==> src/rtl/phase_mag_averager.sv <==
// phase_mag_averager: block-mean of the computing_cascade result stream.
// Accumulates 2**LOG2_NAVG consecutive (delta_ph, div_mag) results and
// publishes their mean in a valid/ready output register. Overwriting an
// unconsumed mean sets a sticky overrun flag.
// Optional build macro: PHASE_MAG_AVERAGER_ROUND_EN selects round-half-up
// means. The default build truncates, which is floor for both outputs.
module phase_mag_averager #(
  parameter int PH_WIDTH  = 32,
  parameter int MAG_WIDTH = 32,
  parameter int LOG2_NAVG = 3
) (
  input  logic                        clk,
  input  logic                        rst,
  input  logic                        i_vld,
  input  logic signed [PH_WIDTH-1:0]  delta_ph,
  input  logic        [MAG_WIDTH-1:0] div_mag,
  input  logic                        clear,
  output logic signed [PH_WIDTH-1:0]  avg_ph,
  output logic        [MAG_WIDTH-1:0] avg_mag,
  output logic                        o_vld,
  input  logic                        o_rdy,
  output logic                        overrun,
  output logic        [LOG2_NAVG-1:0] fill
);

  // Accumulators carry LOG2_NAVG guard bits, so a full block never overflows.
  localparam int PH_ACC  = PH_WIDTH + LOG2_NAVG;
  localparam int MAG_ACC = MAG_WIDTH + LOG2_NAVG;

  logic signed [PH_ACC-1:0]    r_ph_acc;
  logic        [MAG_ACC-1:0]   r_mag_acc;
  logic        [LOG2_NAVG-1:0] r_fill;
  logic signed [PH_WIDTH-1:0]  r_avg_ph;
  logic        [MAG_WIDTH-1:0] r_avg_mag;
  logic                        r_o_vld;
  logic                        r_overrun;

  logic signed [PH_ACC-1:0]    w_sum_ph;
  logic        [MAG_ACC-1:0]   w_sum_mag;
  logic signed [PH_ACC-1:0]    w_rnd_ph;
  logic        [MAG_ACC-1:0]   w_rnd_mag;
  logic                        w_last;
  logic                        w_done;

  // The sample is sign-/zero-extended to accumulator width before the add.
  assign w_sum_ph  = r_ph_acc + {{LOG2_NAVG{delta_ph[PH_WIDTH-1]}}, delta_ph};
  assign w_sum_mag = r_mag_acc + {{LOG2_NAVG{1'b0}}, div_mag};

`ifdef PHASE_MAG_AVERAGER_ROUND_EN
  // Half an LSB of the mean, added at accumulator width where it cannot overflow.
  localparam logic signed [PH_ACC-1:0]  RND_PH  = PH_ACC'(2 ** (LOG2_NAVG - 1));
  localparam logic        [MAG_ACC-1:0] RND_MAG = MAG_ACC'(2 ** (LOG2_NAVG - 1));
  assign w_rnd_ph  = w_sum_ph + RND_PH;
  assign w_rnd_mag = w_sum_mag + RND_MAG;
`else
  assign w_rnd_ph  = w_sum_ph;
  assign w_rnd_mag = w_sum_mag;
`endif

  // The last slot of a block is reached when every fill bit is set.
  assign w_last = (r_fill == {LOG2_NAVG{1'b1}});
  // clear beats a completing sample: the sample is dropped and no mean is produced.
  assign w_done = i_vld && !clear && w_last;

  // Accumulate path: add samples, restart on completion, clear or reset.
  always_ff @(posedge clk) begin
    if (rst) begin
      r_ph_acc  <= '0;
      r_mag_acc <= '0;
      r_fill    <= '0;
    end else if (clear || w_done) begin
      r_ph_acc  <= '0;
      r_mag_acc <= '0;
      r_fill    <= '0;
    end else if (i_vld) begin
      r_ph_acc  <= w_sum_ph;
      r_mag_acc <= w_sum_mag;
      r_fill    <= r_fill + LOG2_NAVG'(1);
    end else begin
      r_ph_acc  <= r_ph_acc;
      r_mag_acc <= r_mag_acc;
      r_fill    <= r_fill;
    end
  end

  // Output register: load means, retire on handshake, flag lost means.
  always_ff @(posedge clk) begin
    if (rst) begin
      r_avg_ph  <= '0;
      r_avg_mag <= '0;
      r_o_vld   <= 1'b0;
      r_overrun <= 1'b0;
    end else if (w_done) begin
      r_avg_ph  <= PH_WIDTH'(w_rnd_ph >>> LOG2_NAVG);
      r_avg_mag <= MAG_WIDTH'(w_rnd_mag >> LOG2_NAVG);
      r_o_vld   <= 1'b1;
      // A mean still held without a same-cycle accept is lost.
      if (r_o_vld && !o_rdy) begin
        r_overrun <= 1'b1;
      end else begin
        r_overrun <= r_overrun;
      end
    end else if (r_o_vld && o_rdy) begin
      r_avg_ph  <= r_avg_ph;
      r_avg_mag <= r_avg_mag;
      r_o_vld   <= 1'b0;
      r_overrun <= r_overrun;
    end else begin
      r_avg_ph  <= r_avg_ph;
      r_avg_mag <= r_avg_mag;
      r_o_vld   <= r_o_vld;
      r_overrun <= r_overrun;
    end
  end

  assign avg_ph  = r_avg_ph;
  assign avg_mag = r_avg_mag;
  assign o_vld   = r_o_vld;
  assign overrun = r_overrun;
  assign fill    = r_fill;

endmodule

==> config.mk <==
export PLATFORM = sky130hd
export DESIGN_NAME = phase_mag_averager
export DESIGN_NICKNAME = d
export VERILOG_FILES = /design/src/rtl/phase_mag_averager.sv
export SDC_FILE = /design/constraint.sdc
export NUM_CORES = 1
export LEC_CHECK = 0
export ABC_CLOCK_PERIOD_IN_PS = 3800
export CORE_ASPECT_RATIO = 0.6
export CORE_MARGIN = 2
export CORE_UTILIZATION = 55
export CTS_CLUSTER_DIAMETER = 200
export CTS_CLUSTER_SIZE = 28
export DETAILED_ROUTE_END_ITERATION = 8
export PLACE_DENSITY = 0.84
export RECOVER_POWER = 100
export SKIP_LAST_GASP = 1
export SYNTH_ARGS = -nofsm -noshare
export SYNTH_HDL_FRONTEND = slang
export SYNTH_SLANG_ARGS = --single-unit
==> constraint.sdc <==
create_clock -name clk -period 3.8 [get_ports clk]
set_input_delay 0.95 -clock clk [delete_from_list [all_inputs] [get_ports clk]]
set_output_delay 0.95 -clock clk [all_outputs]
set_load 0.05 [all_outputs]
==> flow_summary.ini <==
[power_and_ir_drop]
p_leak_nw = 4.95
powerDensity_nw_per_um2 = 355
p_clk_frac = 0.413
p_int_mw = 2.79
p_switching_mw = 1.19
vdd.ir_drop.worst_mv = 0.221
p_seq_frac = 0.381
swShare = 0.298
p_comb_frac = 0.206

[die]
placementRows = 35
dieWidth_um = 166
pin_count = 138
die_area_um2 = 16700
dieHeight_um = 101
core_area_um2 = 15300
start_util = 0.563

[timing]
setup_violations = 0
fin_crit_sh = 0.962
fin_skew_ns = 0.0102
max_freq_mhz = 274
slew_viol_final = 0
hold_violations = 0
tightest_slew_ns = 1.25
setup_tns_ns = 0
min_period_ns = 3.65
relSlewSlack = 0.169

[clocking]
cts-root-buf = clkbuf_16
htree_levels = 4
clk_pin_slew_worst_paths_ns = 0.06
insertion_delay_ns = 0.42
cts_inserted_buffers = 17
cts.sinks = 139
cts_setup_buffers = 0
hold_buffers = 0
clock_path_buffers = 2
cts_tree = built

[drt]
routed_wl_um = 27000
ant_nets = 0
dr.pass1.iters = 5
drc = 0
drtIter0Drc = 848
avgRoutedWirePerCell_um = 18.3
vias = 8770
viasPerCell = 5.94

[synth]
ys.flop_type = dfxtp_1
synth_cells = 1081
synthArstFlopShare = 0
synth_area_um2 = 8620
synth_warnings = 0
synth_area_per_cell_um2 = 7.98
synth-seq-cells = 139
synth.area.top_cells = dfxtp_1, ha_1, a21oi_1, mux2i_1, nand2_1
ys_seq_area_frac = 0.323
synth_edf_count = 0
syn-num-nets = 1220
ys_types = 67
synth_top_area_frac = 0.323
yosysTopAreaCell = dfxtp_1

[job]
drv_cap = 0

[critical_path]
arrival_ns = 3.97
worstPathRequired_ns = 4.12
worstSetupStartpointType = primary input
worst-r2r-setup-slack_ns = 0.77
reg2reg_depth = 13
reg2reg_to = r_ph_acc[34]
reg2reg_from = r_ph_acc[0]
crit_type = in2reg
critPathCaptureType = register
path_max_fanout = 4

[min_path]
worst_hold_path.endpoint = avg_mag[4]
hp-class = reg2reg
hold_depth = 2
min_from = avg_mag[4]

[finish]
final_util = 0.730
mostFrequentLayoutCells = nand2_1, dfxtp_1, a21oi_1
antenna_cells = 0
synthToLayoutAreaGrowth_pct = 29.8
nNetsFinal = 1399
drive_gt1_frac = 0.0966
layout_commonest_cell = nand2_1

[grt]
grt-ovfl-total = 0
antenna_found_initial = 0
grt_usage = 0.319
grt_pass1_wl_um = 42100
grt_max_degree = 52
grt_pass1_vias = 7880

[place]
routabilityCongestion = 1.04
io_buffers = 137
dp_hpwl_um = 19900

[outcome]
outcome = complete, no violations
==> registers in the layout (all words and copies together), names as in the netlist <==
register   count
avg_ph        32
overrun        1
fill           3
avg_mag       32
o_vld          1
r_mag_acc     35
r_ph_acc      35
==> synthesized netlist by cell type (3+ instances only) <==
master,instances
nand2_1,143
dfxtp_1,139
a21oi_1,138
nor2_1,121
ha_1,68
mux2i_1,55
xnor2_1,46
clkbuf_1,41
o21ai_0,38
a21o_1,33
nand3_1,29
inv_1,24
xor2_1,15
a211oi_1,14
buf_1,12
o21a_1,12
nand2b_1,11
or3_1,11
o21bai_1,10
nand4_1,9
nor3_1,9
nor2b_1,8
nand3b_1,7
and2_1,6
and3_1,6
o31ai_1,6
o22ai_1,5
a31oi_1,4
and4_1,4
a311oi_1,3
buf_2,3
nor4_1,3
o211ai_1,3
o31a_1,3
==> what timing repair did <==
action                                  4_1_cts  5_1_grt
gates resized for setup                       0        4
endpoints found under the setup margin        0       13
endpoints found under the hold margin         0        0
==> worst max path at each step <==
stage | from | endpoint | slack, ns | cells past startpoint
floorplan | div_mag[0] | r_mag_acc[30] | 0.53 | 13
global placement | delta_ph[0] | r_ph_acc[34] | -0.19 | 14
detailed placement | delta_ph[0] | r_ph_acc[34] | -0.31 | 14
CTS | delta_ph[0] | r_ph_acc[34] | 0.13 | 14
global route | delta_ph[0] | r_ph_acc[34] | -0.03 | 14
finish | delta_ph[0] | r_ph_acc[34] | 0.15 | 14
==> area by class of cell <==
cell class                      instances  area [um2]
Multi-Input combinational cell        861        5540
Fill cell                            1181        4140
Sequential cell                       139        2780
Timing Repair Buffer                  216        1950
Clock buffer                           19         453
Tap cell                              203         254
Clock inverter                         13         120
Inverter                               25        93.8
==> stage by stage <==
stage                     instance area, um2  setup WS, ns  power [mW]  instances  hold slack, ns
after floorplan                         8620         0.528        2.04       1081           0.454
after CTS                              11200         0.127        3.96       1476           0.456
after global placement                 10600        -0.187        2.32       1444           0.442
final                                  11200         0.145        3.98       1476           0.451
after detailed placement               10600        -0.307        2.33       1444           0.448
after global routing                   11200       -0.0251        4.11       1476           0.467
==> kinds of logic (layout without fill, tap and decap cells) <==
family	Yosys count	count (layout)	synth area share
flops	139	139	0.323
simple gates	382	382	0.203
mux	55	55	0.0638
fa+ha+maj	70	70	0.103
compound gates	293	293	0.210
buf+inv	81	273	0.0357
xor+xnor	61	61	0.0619
==> per-layer routing <==
metal  vias to the layer above  global-route usage  wire length (um)
li1                       4190                   -                 -
met1                      4077               0.478             13200
met2                       474               0.442             10400
met3                        29              0.0954              3080
met4                         0              0.0749               313
met5                         -                   0                 0
==> worst max-delay path, cell delays in order <==
cell,delay (ns)
clkdlybuf4s50_1,0.46
ha_1,0.16
inv_1,0.05
fa_1,0.42
nor2b_1,0.18
o31a_1,0.24
o31ai_1,0.14
a21oi_2,0.22
nor3_2,0.08
o21a_1,0.20
o31ai_2,0.25
xor2_1,0.28
a21oi_1,0.11
a31o_2,0.23
==> power groups by stage <==
stage | Combinational, mW | Sequential (mW) | Clock (mW)
2_1_floorplan | 0.502 | 1.54 | 0
3_3_place_gp | 0.772 | 1.54 | 0
3_5_place_dp | 0.787 | 1.55 | 0
4_1_cts | 0.802 | 1.51 | 1.64
5_1_grt | 0.883 | 1.52 | 1.71
6_report | 0.820 | 1.51 | 1.64
No activity file was read; power rests on OpenSTA's default activity.
